$ cat src/rtl/matrix_3x3_gen_8bit_pkg.sv
// Shared video definitions for the 3x3 window generator and the filters that use it.
package matrix_3x3_gen_8bit_pkg;

  localparam int DATA_W = 8;
  localparam int CNT_W  = 11;

  typedef enum logic {
    WAIT_FRAME = 1'b0,
    IN_FRAME   = 1'b1
  } frame_state_t;

endpackage

$ cat src/rtl/matrix_3x3_gen_8bit_sync_delay_line.sv
// N-stage register chain used to keep sync strobes aligned with pipelined pixel data.
module sync_delay_line #(
  parameter int WIDTH = 1,
  parameter int DEPTH = 2
) (
  input  logic             clock,
  input  logic             rst_n,
  input  logic [WIDTH-1:0] source,
  output logic [WIDTH-1:0] delayed
);

  logic [WIDTH-1:0] stage [DEPTH];

  // Shift the chain by one stage per clock; everything clears on reset.
  always_ff @(posedge clock or negedge rst_n) begin
    if (!rst_n) begin
      for (int i = 0; i < DEPTH; i++) stage[i] <= '0;
    end else begin
      stage[0] <= source;
      for (int i = 1; i < DEPTH; i++) stage[i] <= stage[i-1];
    end
  end

  assign delayed = stage[DEPTH-1];

endmodule

$ cat src/rtl/matrix_3x3_gen_8bit.sv
// Builds a registered 3x3 pixel window from the live stream and two line-RAM taps,
// delays the frame syncs to match, and flags windows lying fully inside the image.
module matrix_3x3_gen_8bit #(
  parameter int DATA_W = matrix_3x3_gen_8bit_pkg::DATA_W,
  parameter int CNT_W  = matrix_3x3_gen_8bit_pkg::CNT_W
) (
  input  logic              clock,
  input  logic              rst_n,
  input  logic              per_frame_vsync,
  input  logic              per_frame_href,
  input  logic              per_frame_clken,
  input  logic [DATA_W-1:0] shiftin,
  input  logic [DATA_W-1:0] taps0x,
  input  logic [DATA_W-1:0] taps1x,
  output logic              matrix_frame_vsync,
  output logic              matrix_frame_href,
  output logic              matrix_frame_clken,
  output logic              matrix_window_valid,
  output logic [DATA_W-1:0] matrix_p11,
  output logic [DATA_W-1:0] matrix_p12,
  output logic [DATA_W-1:0] matrix_p13,
  output logic [DATA_W-1:0] matrix_p21,
  output logic [DATA_W-1:0] matrix_p22,
  output logic [DATA_W-1:0] matrix_p23,
  output logic [DATA_W-1:0] matrix_p31,
  output logic [DATA_W-1:0] matrix_p32,
  output logic [DATA_W-1:0] matrix_p33
);

  import matrix_3x3_gen_8bit_pkg::*;

  localparam logic [CNT_W-1:0] CNT_MAX = '1;
  localparam logic [CNT_W-1:0] CNT_ONE = CNT_W'(1);
  localparam logic [CNT_W-1:0] CNT_TWO = CNT_W'(2);

  logic              vsync_d1;
  logic              href_d1;
  logic              clken_d1;
  logic [DATA_W-1:0] shiftin_d1;
  logic              vsync_armed;
  logic              vsync_rise;
  logic              vsync_fall;
  logic              href_fall;
  logic [CNT_W-1:0]  col_cnt;
  logic [CNT_W-1:0]  row_cnt;
  logic [CNT_W-1:0]  col_now;
  frame_state_t      state;
  frame_state_t      state_next;

  // Stage 1 lines the syncs up with the taps, which arrive one cycle after shiftin.
  sync_delay_line #(.WIDTH(3), .DEPTH(1)) u_stage1 (
    .clock   (clock),
    .rst_n   (rst_n),
    .source  ({per_frame_vsync, per_frame_href, per_frame_clken}),
    .delayed ({vsync_d1, href_d1, clken_d1})
  );

  // Stage 2 matches the window register, so the sync outputs describe the window on display.
  sync_delay_line #(.WIDTH(3), .DEPTH(1)) u_stage2 (
    .clock   (clock),
    .rst_n   (rst_n),
    .source  ({vsync_d1, href_d1, clken_d1}),
    .delayed ({matrix_frame_vsync, matrix_frame_href, matrix_frame_clken})
  );

  // Register the live pixel so it lines up with the one-cycle-late taps.
  always_ff @(posedge clock or negedge rst_n) begin
    if (!rst_n) shiftin_d1 <= '0;
    else        shiftin_d1 <= shiftin;
  end

  // A frame start only counts once vsync has been seen low, so reset mid-frame cannot fake a rise.
  always_ff @(posedge clock or negedge rst_n) begin
    if (!rst_n)                vsync_armed <= 1'b0;
    else if (!per_frame_vsync) vsync_armed <= 1'b1;
  end

  assign vsync_rise = vsync_armed & vsync_d1 & ~matrix_frame_vsync;
  assign vsync_fall = ~vsync_d1 & matrix_frame_vsync;
  assign href_fall  = ~href_d1 & matrix_frame_href;
  assign col_now    = href_d1 ? col_cnt : '0;

  // Frame state register.
  always_ff @(posedge clock or negedge rst_n) begin
    if (!rst_n) state <= WAIT_FRAME;
    else        state <= state_next;
  end

  // Enter the frame on a vsync rise, leave it on a vsync fall.
  always_comb begin
    state_next = state;
    case (state)
      WAIT_FRAME: if (vsync_rise) state_next = IN_FRAME;
      IN_FRAME:   if (vsync_fall) state_next = WAIT_FRAME;
      default:    state_next = WAIT_FRAME;
    endcase
  end

  // Column index of the pixel entering p33; counts strobes inside a line and saturates.
  always_ff @(posedge clock or negedge rst_n) begin
    if (!rst_n)                              col_cnt <= '0;
    else if (!href_d1)                       col_cnt <= '0;
    else if (clken_d1 && col_cnt != CNT_MAX) col_cnt <= col_cnt + CNT_ONE;
  end

  // Row index within the frame; a frame start wins over a line end in the same cycle.
  always_ff @(posedge clock or negedge rst_n) begin
    if (!rst_n)                              row_cnt <= '0;
    else if (vsync_rise)                     row_cnt <= '0;
    else if (href_fall && row_cnt != CNT_MAX) row_cnt <= row_cnt + CNT_ONE;
  end

  // Shift every window row left by one column on each aligned pixel strobe.
  always_ff @(posedge clock or negedge rst_n) begin
    if (!rst_n) begin
      matrix_p11 <= '0; matrix_p12 <= '0; matrix_p13 <= '0;
      matrix_p21 <= '0; matrix_p22 <= '0; matrix_p23 <= '0;
      matrix_p31 <= '0; matrix_p32 <= '0; matrix_p33 <= '0;
    end else if (clken_d1) begin
      matrix_p11 <= matrix_p12; matrix_p12 <= matrix_p13; matrix_p13 <= taps1x;
      matrix_p21 <= matrix_p22; matrix_p22 <= matrix_p23; matrix_p23 <= taps0x;
      matrix_p31 <= matrix_p32; matrix_p32 <= matrix_p33; matrix_p33 <= shiftin_d1;
    end
  end

  // Validity is registered with the window: only full interior neighbourhoods qualify.
  always_ff @(posedge clock or negedge rst_n) begin
    if (!rst_n) matrix_window_valid <= 1'b0;
    else        matrix_window_valid <= (state == IN_FRAME) && clken_d1 &&
                                       (row_cnt >= CNT_TWO) && (col_now >= CNT_TWO);
  end

endmodule

$ cat config.mk
export PLATFORM = sky130hd
export DESIGN_NAME = matrix_3x3_gen_8bit
export DESIGN_NICKNAME = d
export VERILOG_FILES = /design/src/rtl/matrix_3x3_gen_8bit_pkg.sv /design/src/rtl/matrix_3x3_gen_8bit_sync_delay_line.sv /design/src/rtl/matrix_3x3_gen_8bit.sv
export SDC_FILE = /design/constraint.sdc
export NUM_CORES = 1
export LEC_CHECK = 0
export CORE_MARGIN = 10
export CORE_UTILIZATION = 49
export CTS_CLUSTER_DIAMETER = 60
export DETAILED_ROUTE_END_ITERATION = 16
export PLACE_DENSITY_LB_ADDON = 0.12
export SLEW_MARGIN = 20
export SYNTH_ARGS = -nofsm -noshare
export SYNTH_HDL_FRONTEND = slang
export SYNTH_SLANG_ARGS = --single-unit
export TNS_END_PERCENT = 30
$ cat constraint.sdc
create_clock -name clock -period 1.85 [get_ports clock]
set_input_delay 0.37 -clock clock [delete_from_list [all_inputs] [get_ports clock]]
set_output_delay 0.37 -clock clock [all_outputs]
set_load 0.005 [all_outputs]
# Word-level counts from Yosys, hierarchy flattened
# Index checks and enable logic that the tools add are counted.
[word_totals]
reg_bits = 111
out_inout_bits = 76
ram_bits = 0
inputBits = 29
rom_bits = 0
n_memories = 0
wordCells = 46
latchBits = 0
[op_classes]
shifts = 0
n_mul = 0
n_reduce_logical = 6
add_sub_neg = 2
n_bitwise = 8
div_mod_pow = 0
n_eq_ne = 3
magnitude_cmp = 2
mux = 8
[ops]
columns = ["operator", "n"]
rows = [
  ["$mux 11", 5],
  ["$add 11x1->11 const B", 2],
  ["$ge 11x2->1 const B", 2],
  ["$ne 11x11->1 const B", 2],
  ["$logic_and 1x1->1", 5],
  ["$and 1x1->1", 4],
  ["$not 1->1", 4],
  ["$mux 1", 2],
  ["$ne 2x2->1 const B", 1],
  ["$pmux 1 s2", 1],
  ["$reduce_bool 2->1", 1],
]

# Logic depth before layout (Yosys ltp)
# Gate-level depths: netlist of run 1.
[logic_depth]
ltp_word = 5
ltp_mapped = 6
depth_no_buf = 6

# Modules after synthesis
# From an unflattened synthesis of run 1, not the netlist that was laid out.
[hier_totals]
cells_unflattened = 311
hier_area_um2 = 4410.5
[by_module_without_submodules]
columns = ["module", "cells_each", "area_per_inst_um2", "seq_area_each_um2", "instances"]
rows = [
  ["matrix_3x3_gen_8bit", 305, 4260.3, 2627.5, 1],
  ["sync_delay_line", 3, 75.1, 75.1, 2],
]

# Least setup slack after synthesis of run 1
# OpenSTA, ideal clock, no wires.
[synth_path]
path_type = "flip-flop to flip-flop"
startpoint = "register col_cnt[0]"
endpoint = "register col_cnt[7]"
arrival_time_ns = 1.464
required_ns = 1.772
synth_period_minus_slack_ns = 1.542
n_path_buf = 0
stages_incl_launch_ff = 6
setup_time_ns = 0.078
setup_slack_ns = 0.308
cell_sequence = "dfrtp_1 ha_1 nand3_1 nor4_4 or4_1 a21boi_1"
[synth_between]
elab_chain_len = 3
word_cells_on_any_way = 6
cone_classes = "1 x add/sub; 2 x eq/ne; 2 x mux; 1 x reduce/logical"
[synth_lines]
columns = ["item", "line", "rtl"]
rows = [
  ["from (decl)", "matrix_3x3_gen_8bit.sv:44", "logic [CNT_W-1:0] col_cnt;"],
  ["from (signal assigned)", "matrix_3x3_gen_8bit.sv:103", "else if (clken_d1 && col_cnt != CNT_MAX) col_cnt <= col_cnt + CNT_ONE;"],
  ["$add 11x1->11 or $ne 11x11->1 (tied branches)", "matrix_3x3_gen_8bit.sv:103", ""],
  ["$mux 11 or $logic_and 1x1->1 (tied branches)", "matrix_3x3_gen_8bit.sv:103", ""],
  ["$mux 11 or $ne 2x2->1 (tied branches)", "-", ""],
]
# Parallel ways exist; a longest one is shown, timed or not. The select of a mux whose other input is x is not followed.
# A chain may end at the register's enable or synchronous reset.

# Worst setup path in the final report of run 1
[layout_path]
startpoint = "register col_cnt[1]"
endpoint = "register col_cnt[7]"
# The elaborated chain is that of the path after synthesis.

==> metrics.txt, run 1 <==
kind of critical path=flip-flop to flip-flop; Clock Skews=0.01993 ns; Max Cap Viol=0; row cnt=34; Final ANT Viol Nets=0; cells on worst reg2reg path=5; vias in the first global route=between 3000 and 4000; core area=roughly 0.0088 mm^2; hold_sp=u_stage1.delayed[2]; most frequent cells in the layout=dfrtp_1, clkdlybuf4s50_1, mux2_2, nor2_1, clkbuf_8; sink of the worst hold path=u_stage2.delayed[2]; post-synthesis cell type count=between 40 and 50; H-tree Lvls=3; CP Capture Type=flip-flop; CP arrival=roughly 2.0 ns; Fin Hold WS=between 0.4 and 0.5 ns; DRC errors left=0; final WL=9449 um; synthesized area per cell=14.40 um^2; Pre-antenna DRT Iters=4; reg2reg setup slack=between 0.1 and 0.15 ns; CP Data Required Time=~2.1 ns; via count=between 2000 and 3000; RSZ-0062 raised after global routing=false; CTS tree=yes; clock sinks=roughly 110; post-synthesis cell count=between 300 and 400; Yosys Warn Count=0; Max Freq=roughly 570 MHz; CTS max path bufs=2; status=completed; CP Launch Type=flip-flop; Vias/cell=about 5.4; Die Ht=around 110 um; commonest non-fill, non-tap cell in the layout=dfrtp_1; DP HPWL=6966 um; initial core utilization=0.5044; Reg-to-Reg Start=col_cnt[1]; worst-path fanout max=7; Mapped Nets=approximately 340; CTS Buf Count=9; root buffer cell=clkbuf_8; DR iter-0 viols=just under 100; first-pass GRT wire length=roughly 16000 um; Final Wtd Congestion=a little under 0.9; worst flop-to-flop path endpoint=col_cnt[7]; grt total ovfl=0; fraction of layout cells with a size suffix above 1=0.2512; VDD IR max=0.6243 mV; TNS Setup=0 ns; Diodes inserted=0; pin count of the biggest net entering global routing=50; # setup viols final=0; port bufs=104; Die ar.=0.01322 mm^2; fin nets=450; actual slew at the worst max-slew pin=just under 0.5 ns; Worst-path clk slew=~0.1 ns; Hold Crit Class=flip-flop to flip-flop; Clock Latency Late Sink=0.37 ns; final number of hold-violating endpoints=0; crit share post-route=0.9420; WL/cell=17.83 um; GRT Overall Usage=0.1484; WHS Path Cells=0; Rel. slew slack=0.6794; Finished Layout Cells=530; Placed Instance Area=between 0.005 and 0.006 mm^2; Seq/Total Area, Yosys=0.6284; Final Critical Period=around 1.7 ns; Design Area, Final=between 0.005 and 0.006 mm^2; Layout Utilization=0.6652; Setup Buffers After CTS=0; Yosys reg bits=111; I/O Pins=105; leakage=0.002443 uW; dpl cells=a little over 500; max-slew violations=0; Area Overhead vs Synth=31.87%; Syn Std Cell Area=around 0.0044 mm^2; Die X-Extent=approximately 110 um; PD cells=904.7 mW/mm^2; initial antenna violation count=0
final cells by class:
| cell class | instances | area (um^2) |
|---|---|---|
| Fill cell | 681 | 2934 |
| Sequential cell | 111 | 2781 |
| Multi-Input combinational cell | 178 | 1572 |
| Timing Repair Buffer | 111 | 1131 |
| Tap cell | 108 | 135.1 |
| Clock buffer | 9 | 123.9 |
| Clock inverter | 6 | 60.06 |
| Inverter | 7 | 26.28 |
kinds of logic (layout without fill, tap and decap cells):
| family | count (synthesis) | count (layout) | share of synthesized area |
|---|---|---|---|
| buffers and inverters | 18 | 133 | 0.01670 |
| AO/OA/AOI/OAI | 28 | 28 | 0.05180 |
| flip-flops | 111 | 111 | 0.6284 |
| adder cells (fa/ha/maj) | 3 | 3 | 0.008492 |
| multiplexers | 74 | 74 | 0.1879 |
| AND/OR/NAND/NOR | 66 | 66 | 0.09284 |
| XOR/XNOR | 7 | 7 | 0.01387 |
through the flow:
| stage | total power (uW) | setup slack [ns] |
|---|---|---|
| floorplan | 3241 | 0.3083 |
| global placement | 3945 | 0.2694 |
| detailed placement | 3979 | 0.1641 |
| CTS | 5360 | 0.1193 |
| global route | 5568 | 0.03903 |
| finish | 5274 | 0.1073 |
report_power, final:
part	switching, uW	leakage (uW)	internal, uW	total (uW)
Clock	850	0.0000943	519	1370
Combinational	338	0.00101	691	1030
Sequential	181	0.00134	2690	2870
sequential cells by signal, indices dropped and copies added, names as in the netlist:
| name | cells |
|---|---|
| matrix_p12 | 8 |
| matrix_window_valid | 1 |
| matrix_p22 | 8 |
| matrix_p31 | 8 |
| state | 1 |
| matrix_p32 | 8 |
| col_cnt | 11 |
| matrix_p33 | 8 |
| matrix_p13 | 8 |
| shiftin_d1 | 8 |
| u_stage2.delayed | 3 |
| u_stage1.delayed | 3 |
| matrix_p23 | 8 |
| row_cnt | 11 |
| matrix_p11 | 8 |
| vsync_armed | 1 |
| matrix_p21 | 8 |
worst max path at each step:
stage / endpoint / startpoint / slack, ns / cells past startpoint
3_3_place_gp: col_cnt[7] / col_cnt[0] / 0.27 / 5
3_5_place_dp: col_cnt[7] / col_cnt[0] / 0.16 / 5
5_1_grt: row_cnt[8] / row_cnt[1] / 0.04 / 5
2_1_floorplan: col_cnt[7] / col_cnt[0] / 0.31 / 5
6_report: col_cnt[7] / col_cnt[1] / 0.11 / 5
4_1_cts: col_cnt[7] / col_cnt[1] / 0.12 / 5
critical path, stage by stage (launching register included):
cell and delay [ns]:
dfrtp_1 0.43, ha_1 0.25, nand3_1 0.20, nor4_4 0.09, or4_1 0.49, a21boi_1 0.20
cells in the mapped netlist (all sizes together):
cell     count  area, um^2
nand4b       1       8.760
nand4        7       50.05
and4         4       38.79
nor2b        4       25.02
o31ai        4       43.79
o211a        1       10.01
or3          2       12.51
o21ai        7       35.03
and2         3       18.77
buf          9       40.03
o41ai        1       27.53
nor2        11       41.29
and3         4       25.02
inv          7       26.28
mux2i        2       20.02
nor3b        2       20.02
nor4         6       52.55
nand3        6       35.03
xnor2        6       52.55
o211ai       2       15.01
xor2         1       8.760
a31oi        1       6.260
a21oi        4       20.02
ha           3       37.54
nand2b       2       12.51
a211oi       2       15.01
a2111oi      1       15.01
o2111ai      1       8.760
dfrtp      111        2778
mux2        72       810.8
clkbuf       2       7.510
a21boi       2       15.01
or4          3       22.52
nor3         3       15.01
a41oi        2       17.52
nand2        8       32.54
routing by layer:
layer,global-route usage,part of all wire
met5,0,0
met4,0.04455,0.011
met3,0.07083,0.089
met2,0.2384,0.50
met1,0.1728,0.40
what timing repair did:
item                                    4_1_cts  5_1_grt
resized for setup                             0        1
endpoints found under the hold margin        32        0
endpoints found under the setup margin        0        1
hold buffers                                  1        0
No activity file was read; power rests on OpenSTA's default activity.
==> run 2, diff against run 1 <==
--- a/config.mk
+++ b/config.mk
@@ -5,13 +5,16 @@
 export SDC_FILE = /design/constraint.sdc
 export NUM_CORES = 1
 export LEC_CHECK = 0
+export CAP_MARGIN = 20
 export CORE_MARGIN = 10
-export CORE_UTILIZATION = 49
+export CORE_UTILIZATION = 51
+export CTS_BUF_LIST = sky130_fd_sc_hd__clkbuf_8
 export CTS_CLUSTER_DIAMETER = 60
 export DETAILED_ROUTE_END_ITERATION = 16
 export PLACE_DENSITY_LB_ADDON = 0.12
 export SLEW_MARGIN = 20
 export SYNTH_ARGS = -nofsm -noshare
 export SYNTH_HDL_FRONTEND = slang
+export SYNTH_HIERARCHICAL = 1
 export SYNTH_SLANG_ARGS = --single-unit
 export TNS_END_PERCENT = 30
==> run 2 against run 1 <==
  * Final cell count did not move
  * Hold slack got worse by 0.020 ns
  * Maximum frequency rose by 4.7%
  * Area after synthesis fell by 0.23%
  * Via count fell by 1.8%
  * Power fell by 1.2%
  * Sequential share of layout area rose by 0.32 points
  * Combinational power barely moved
  * Critical path depth fell by 4
==> metrics.txt, run 2 <==
CP Launch Type=flip-flop; Die Ht=113.0 um (-1.7%); Area Overhead vs Synth=31.18%; post-synthesis cell type count=44 (-4.3%); via count=2796 (-1.8%); CP Data Required Time=1.48 ns (-0.64 ns); final WL=8940 um (-5.4%); grt total ovfl=0 (unchanged); Hold Crit Class=flip-flop to flip-flop; Synth Area in Adders=0.008511 (+0.00001927); Die ar.=0.01277 mm^2 (-3.4%); cts repair resizes=0 (unchanged); Synth Area in Simple Gates=0.09021 (-0.002626); largest family of logic cells by synthesized area=multiplexers; Clock Latency Late Sink=0.36 ns (about the same); largest area contributor in the netlist=dfrtp_1; post-synthesis cell count=311 (+1.3%); WHS Path Cells=0 (unchanged); Final Wtd Congestion=0.8509 (-1.8%); I/O Pins=105 (unchanged); Yosys Warn Count=6 (+6); Vias/cell=5.275 (-1.8%); Syn Std Cell Area=0.004410 mm^2 (-0.23%); top-count cell post-synth=dfrtp_1; Post-Synth XOR/XNOR Area=0.009929 (-0.003940); fraction of layout cells with a size suffix above 1=0.2447 (-0.006479); Final Critical Period=1.665 ns (-0.07764 ns); synthesized area per cell=14.18 um^2 (-1.5%); clock sinks=111 (unchanged); max-slew violations=0 (unchanged); CP Capture Type=output port; # setup viols final=0 (unchanged); Commonest cells post-synth=dfrtp_1, mux2_2, nor2_1; Yosys reg bits=111 (unchanged); Largest regs=col_cnt (11), row_cnt (11); Slowest cell on crit path=clkdlybuf4s50_1; Die X-Extent=113.0 um (-1.7%); Pre-antenna DRT Iters=4 (unchanged); Seq/Total Area, Yosys=0.6298 (+0.001426); TNS Setup=0 ns (unchanged); core area=0.008299 mm^2 (-5.3%); Setup Buffers After CTS=0 (unchanged); first-pass GRT wire length=14760 um (-7.1%); WL/cell=16.87 um (-5.4%); row cnt=33 (-2.9%); CP bufs+invs=1 (+1); Clock Skews=0.01049 ns (-0.009442 ns); final number of hold-violating endpoints=0 (unchanged); kind of critical path=flip-flop to output port; H-tree Lvls=3 (unchanged); pin count of the biggest net entering global routing=81 (+62%); critical path's top delay family=buffers and inverters; PD cells=901.0 mW/mm^2 (-0.41%); Compound-Gate Fraction of Synth Area=0.04766 (-0.004138); DR iter-0 viols=85 (-14%); worst-path fanout max=3 (-4); crit share post-route=0.9000 (-0.04197); Post-synth ARST share=1.000 (unchanged); Stages on worst setup path=1 (-4); GRT Overall Usage=0.1406 (-0.007782); root buffer cell=clkbuf_8; most frequent cells in the layout=dfrtp_1, clkdlybuf4s50_1, mux2_2, nor2_1, nand2_1; RSZ-0062 raised after global routing=false; Hold Buf Count CTS=1 (unchanged); Diodes inserted=0 (unchanged); DRC errors left=0 (unchanged); VDD IR max=0.5924 mV (-5.1%); CP arrival=1.30 ns (-0.72 ns); Max Freq=600.6 MHz (+4.7%); Final ANT Viol Nets=0 (unchanged); Mapped Nets=343 (+1.2%); sequence of cells on the critical path=clkdlybuf4s50_1; vias in the first global route=2833 (-9.0%); cells on worst reg2reg path=5 (unchanged); Design Area, Final=0.005786 mm^2 (-0.75%); port bufs=104 (unchanged); initial antenna violation count=0 (unchanged); CTS max path bufs=2 (unchanged); Synth Flop Type=dfrtp_1; Worst-path clk slew=0.10 ns (about the same); Post-synth EDFFs=0 (unchanged); actual slew at the worst max-slew pin=0.4205 ns (-0.06030 ns); CTS tree=yes; Rel. slew slack=0.7196 (+0.04020); Max Cap Viol=0 (unchanged); initial core utilization=0.5314 (+0.02701); status=completed; Placed Instance Area=0.005595 mm^2 (-0.67%); Area contributors post-synth=dfrtp_1, mux2_2, nor2_1; fin nets=452 (+0.44%); Yosys top cell area share=0.6298 (+0.001426); leakage=0.002444 uW (about the same); CTS Buf Count=9 (unchanged); mux contribution to synthesized area=0.1940 (+0.006100); worst stage delay on the critical path=0.56 ns (+0.07 ns); commonest non-fill, non-tap cell in the layout=dfrtp_1; DP HPWL=6433 um (-7.7%)
run 2: changes by cell type after synthesis, sizes merged, moves of 4 or more:
cell   before  now
and3        4    8
nand4       7    3
o31ai       4    0
xnor2       6    2
run 2: kinds of logic (layout without fill, tap and decap cells):
logic type                 Yosys count  in the layout
DFF                                111            111
muxes                               76             76
buffers and inverters               18            132
AOI/OAI and AO/OA                   29             29
adders and majority gates            3              3
xor gates and xnor gates             5              5
and+or+nand+nor                     69             69
run 2: path summary, 6_finish.rpt:
check	from	endpoint	slack, ns
min reg2reg	u_stage1/delayed[2]	u_stage2/delayed[2]	0.40
min in group asynchronous	rst_n	row_cnt[6]	0.41
max reg2reg	row_cnt[0]	row_cnt[9]	0.27
max in group asynchronous	rst_n	u_stage1/delayed[0]	0.84
max	matrix_p33[0]	matrix_p33[0]	0.18
min	u_stage1/delayed[2]	u_stage2/delayed[2]	0.40
run 2: report_power, final:
group	leakage (uW)	internal (uW)	switching (uW)	total, uW
combinational	0.00101	684	332	1020
clock	0.0000948	510	820	1330
sequential	0.00134	2690	173	2870
total	0.00244	3890	1330	5210
run 2: metal layers:
| layer | vias to the layer above | GRT usage | share of wire |
|---|---|---|---|
| met5 | - | 0 | 0 |
| met4 | 0 | 0.03299 | 0.0079 |
| met3 | 8 | 0.08663 | 0.11 |
| met2 | 72 | 0.2143 | 0.47 |
| met1 | 1389 | 0.1646 | 0.41 |
| li1 | 1327 | - | - |
run 2: cell type report:
type	count	area, um^2
clock inverters	7	56.30
clock buffers	9	123.9
well taps	105	131.4
inverters	5	18.77
fillers	600	2514
repair buffers	111	1131
flip-flops and latches	111	2779
multi-input cells	182	1545
run 2: through the flow:
stage	utilization	hold WS, ns	cells	total power [uW]	setup WS (ns)
floorplan	-	0.07441	311	3232	0.3775
global placement	0.6742	0.2635	513	3930	0.3270
detailed placement	0.6742	0.2663	513	3954	0.2756
CTS	0.6971	0.4040	530	5305	0.1573
global route	0.6971	0.4060	530	5487	0.1082
finish	0.6971	0.3996	530	5213	0.1850
==> run 3, diff against run 2 <==
--- a/config.mk
+++ b/config.mk
@@ -6,8 +6,10 @@
 export NUM_CORES = 1
 export LEC_CHECK = 0
 export CAP_MARGIN = 20
+export CELL_PAD_IN_SITES_DETAIL_PLACEMENT = 2
+export CELL_PAD_IN_SITES_GLOBAL_PLACEMENT = 2
 export CORE_MARGIN = 10
-export CORE_UTILIZATION = 51
+export CORE_UTILIZATION = 35
 export CTS_BUF_LIST = sky130_fd_sc_hd__clkbuf_8
 export CTS_CLUSTER_DIAMETER = 60
 export DETAILED_ROUTE_END_ITERATION = 16
==> constraint.sdc (replaced) <==
create_clock -name clock -period 1.8 [get_ports clock]
set_input_delay 0.36 -clock clock [delete_from_list [all_inputs] [get_ports clock]]
set_output_delay 0.36 -clock clock [all_outputs]
set_load 0.005 [all_outputs]
==> run 3 against run 2 <==
  * Clock skew up 0.0016 ns
  * Non-clock buffer count is 1 lower
  * Via count rose by 4.5%
  * Final cell count rose by 12%
  * Combinational power is 6% higher
  * Die area rose by 37%
  * Critical endpoint is now matrix_p22[7]
==> metrics.txt, run 3 (synthesized netlist as in run 2, its figures left out) <==
Vias/cell=4.934 (-6.5%); vias in the first global route=3380 (+19%); DP HPWL=8299 um (+29%); CTS tree=yes; CP Launch Type=flip-flop; Pwr Total=5550 uW (+6.5%); I/O Pins=105 (unchanged); critical path's top delay family=buffers and inverters; CTS max path bufs=2 (unchanged); DR iter-0 viols=104 (+22%); Die X-Extent=132.3 um (+17%); Clock Skews=0.01204 ns (+0.001553 ns); TNS Setup=0 ns (unchanged); pin count of the biggest net entering global routing=81 (unchanged); worst-path fanout max=3 (unchanged); Pre-antenna DRT Iters=4 (unchanged); root buffer cell=clkbuf_8; first-pass GRT wire length=19290 um (+31%); initial antenna violation count=0 (unchanged); H-tree Lvls=3 (unchanged); commonest non-fill, non-tap cell in the layout=dfrtp_1; Area Overhead vs Synth=33.19%; Clock Latency Late Sink=0.38 ns (+0.02 ns); leakage=0.002452 uW (+0.37%); status=completed; # setup viols final=0 (unchanged); kind of critical path=flip-flop to output port; sink of the worst hold path=u_stage1/delayed[0]; WHS Path Cells=1 (+1); crit share post-route=0.9494; Rel. slew slack=0.7136 (-0.006025); row cnt=40 (+21%); worst stage delay on the critical path=0.60 ns (+0.04 ns); Largest regs=col_cnt (11), row_cnt (11); CP arrival=1.35 ns (+0.05 ns); VDD IR max=0.5939 mV (+0.24%); CP bufs+invs=1 (unchanged); clock sinks=111 (unchanged); most frequent cells in the layout=dfrtp_1, clkdlybuf4s50_1, mux2_2, nor2_1, nand2_1; Final ANT Viol Nets=0 (unchanged); cells on worst reg2reg path=5 (unchanged); port bufs=104 (unchanged); Die Ht=132.3 um (+17%); grt total ovfl=0 (unchanged); max-slew violations=0 (unchanged); CTS Buf Count=9 (unchanged); Final Wtd Congestion=0.7692 (-9.6%); Design Area, Final=0.005874 mm^2 (+1.5%); final number of hold-violating endpoints=0 (unchanged); CP Data Required Time=1.44 ns (-0.04 ns); Worst-path clk slew=0.11 ns (about the same); actual slew at the worst max-slew pin=0.4296 ns (+0.009037 ns); DRC errors left=0 (unchanged); RSZ-0062 raised after global routing=false; dpl cells=575 (+12%); Max Cap Viol=0 (unchanged); GRT Overall Usage=0.1383 (-0.002270); Die ar.=0.01749 mm^2 (+37%); Diodes inserted=0 (unchanged); fraction of layout cells with a size suffix above 1=0.2406 (-0.004140); initial core utilization=0.3627 (-0.1688); Placed Instance Area=0.005669 mm^2 (+1.3%); WL/cell=19.64 um (+16%); worst flop-to-flop path endpoint=col_cnt[6]; Reg-to-Reg Start=col_cnt[0]; Final Critical Period=~1.7 ns; CP Capture Type=output port; hold_sp=per_frame_clken; final WL=11630 um (+30%); PD cells=944.9 mW/mm^2 (+4.9%); Fillers=1183 (+97%); Hold Crit Class=primary input to flip-flop; reg2reg setup slack=0.16 ns (-0.11 ns); Max Freq=between 500 and 600 MHz; via count=2921 (+4.5%); Slowest cell on crit path=clkdlybuf4s50_1; core area=0.01216 mm^2 (+47%); Finished Layout Cells=592 (+12%); sequence of cells on the critical path=clkdlybuf4s50_1; fin nets=451 (-0.22%)
-- run 3: cell count changes in the layout (fill, tap and decap cells not counted) --
| cell | change |
|---|---|
| dfrtp_4 | +1 |
| inv_6 | +1 |
| bufinv_16 | +1 |
| inv_1 | +1 |
| inv_8 | -1 |
| dfrtp_2 | -1 |
| clkinvlp_4 | -1 |
| clkinv_4 | -1 |
| buf_4 | -1 |
-- run 3: final cells by class --
| class | instances | area [um^2] | share of cell area |
|---|---|---|---|
| flip-flops and latches | 111 | 2781 | 0.4735 |
| inverters | 5 | 18.77 | 0.003195 |
| multi-input cells | 182 | 1545 | 0.2630 |
| clock inverters | 7 | 71.32 | 0.01214 |
| repair buffers | 110 | 1124 | 0.1913 |
| clock buffers | 9 | 123.9 | 0.02109 |
| well taps | 168 | 210.2 | 0.03578 |
-- run 3: worst max path at each step --
stage	startpoint	cells past startpoint	endpoint
after floorplan	row_cnt[1]	5	row_cnt[9]
after CTS	matrix_p33[5]	1	matrix_p33[5]
after global placement	row_cnt[1]	5	row_cnt[9]
after global routing	matrix_p12[0]	1	matrix_p12[0]
after detailed placement	row_cnt[1]	5	row_cnt[9]
final	matrix_p22[7]	1	matrix_p22[7]
-- run 3: timing repair --
item,in CTS,in global routing
buffers inserted,0,0
gates resized for setup,0,0
hold buffers,1,0
endpoints found under the hold margin,20,0
-- run 3: power breakdown --
| part | switching, uW | leakage (uW) | total, uW | internal [uW] |
|---|---|---|---|---|
| Combinational | 381 | 0.00100 | 1080 | 704 |
| Clock | 850 | 0.000109 | 1500 | 652 |
| Sequential | 195 | 0.00134 | 2960 | 2770 |
| Total | 1430 | 0.00245 | 5550 | 4120 |
-- run 3: through the flow --
stage | setup WS [ns] | hold slack, ns | util
2_1_floorplan | 0.3275 | 0.06441 | -
3_3_place_gp | 0.2484 | 0.2892 | 0.4662
3_5_place_dp | 0.1672 | 0.2875 | 0.4662
4_1_cts | 0.05960 | 0.3735 | 0.4830
5_1_grt | 0.01453 | 0.3644 | 0.4830
6_report | 0.09107 | 0.4050 | 0.4830
-- run 3: layer usage --
layer  up-vias  track usage  wire length, um
met5         -            0                0
met4         0      0.03301               98
met3        10      0.09184             1363
met2        73       0.2220             5672
met1      1512       0.1478             4495
li1       1326            -                -
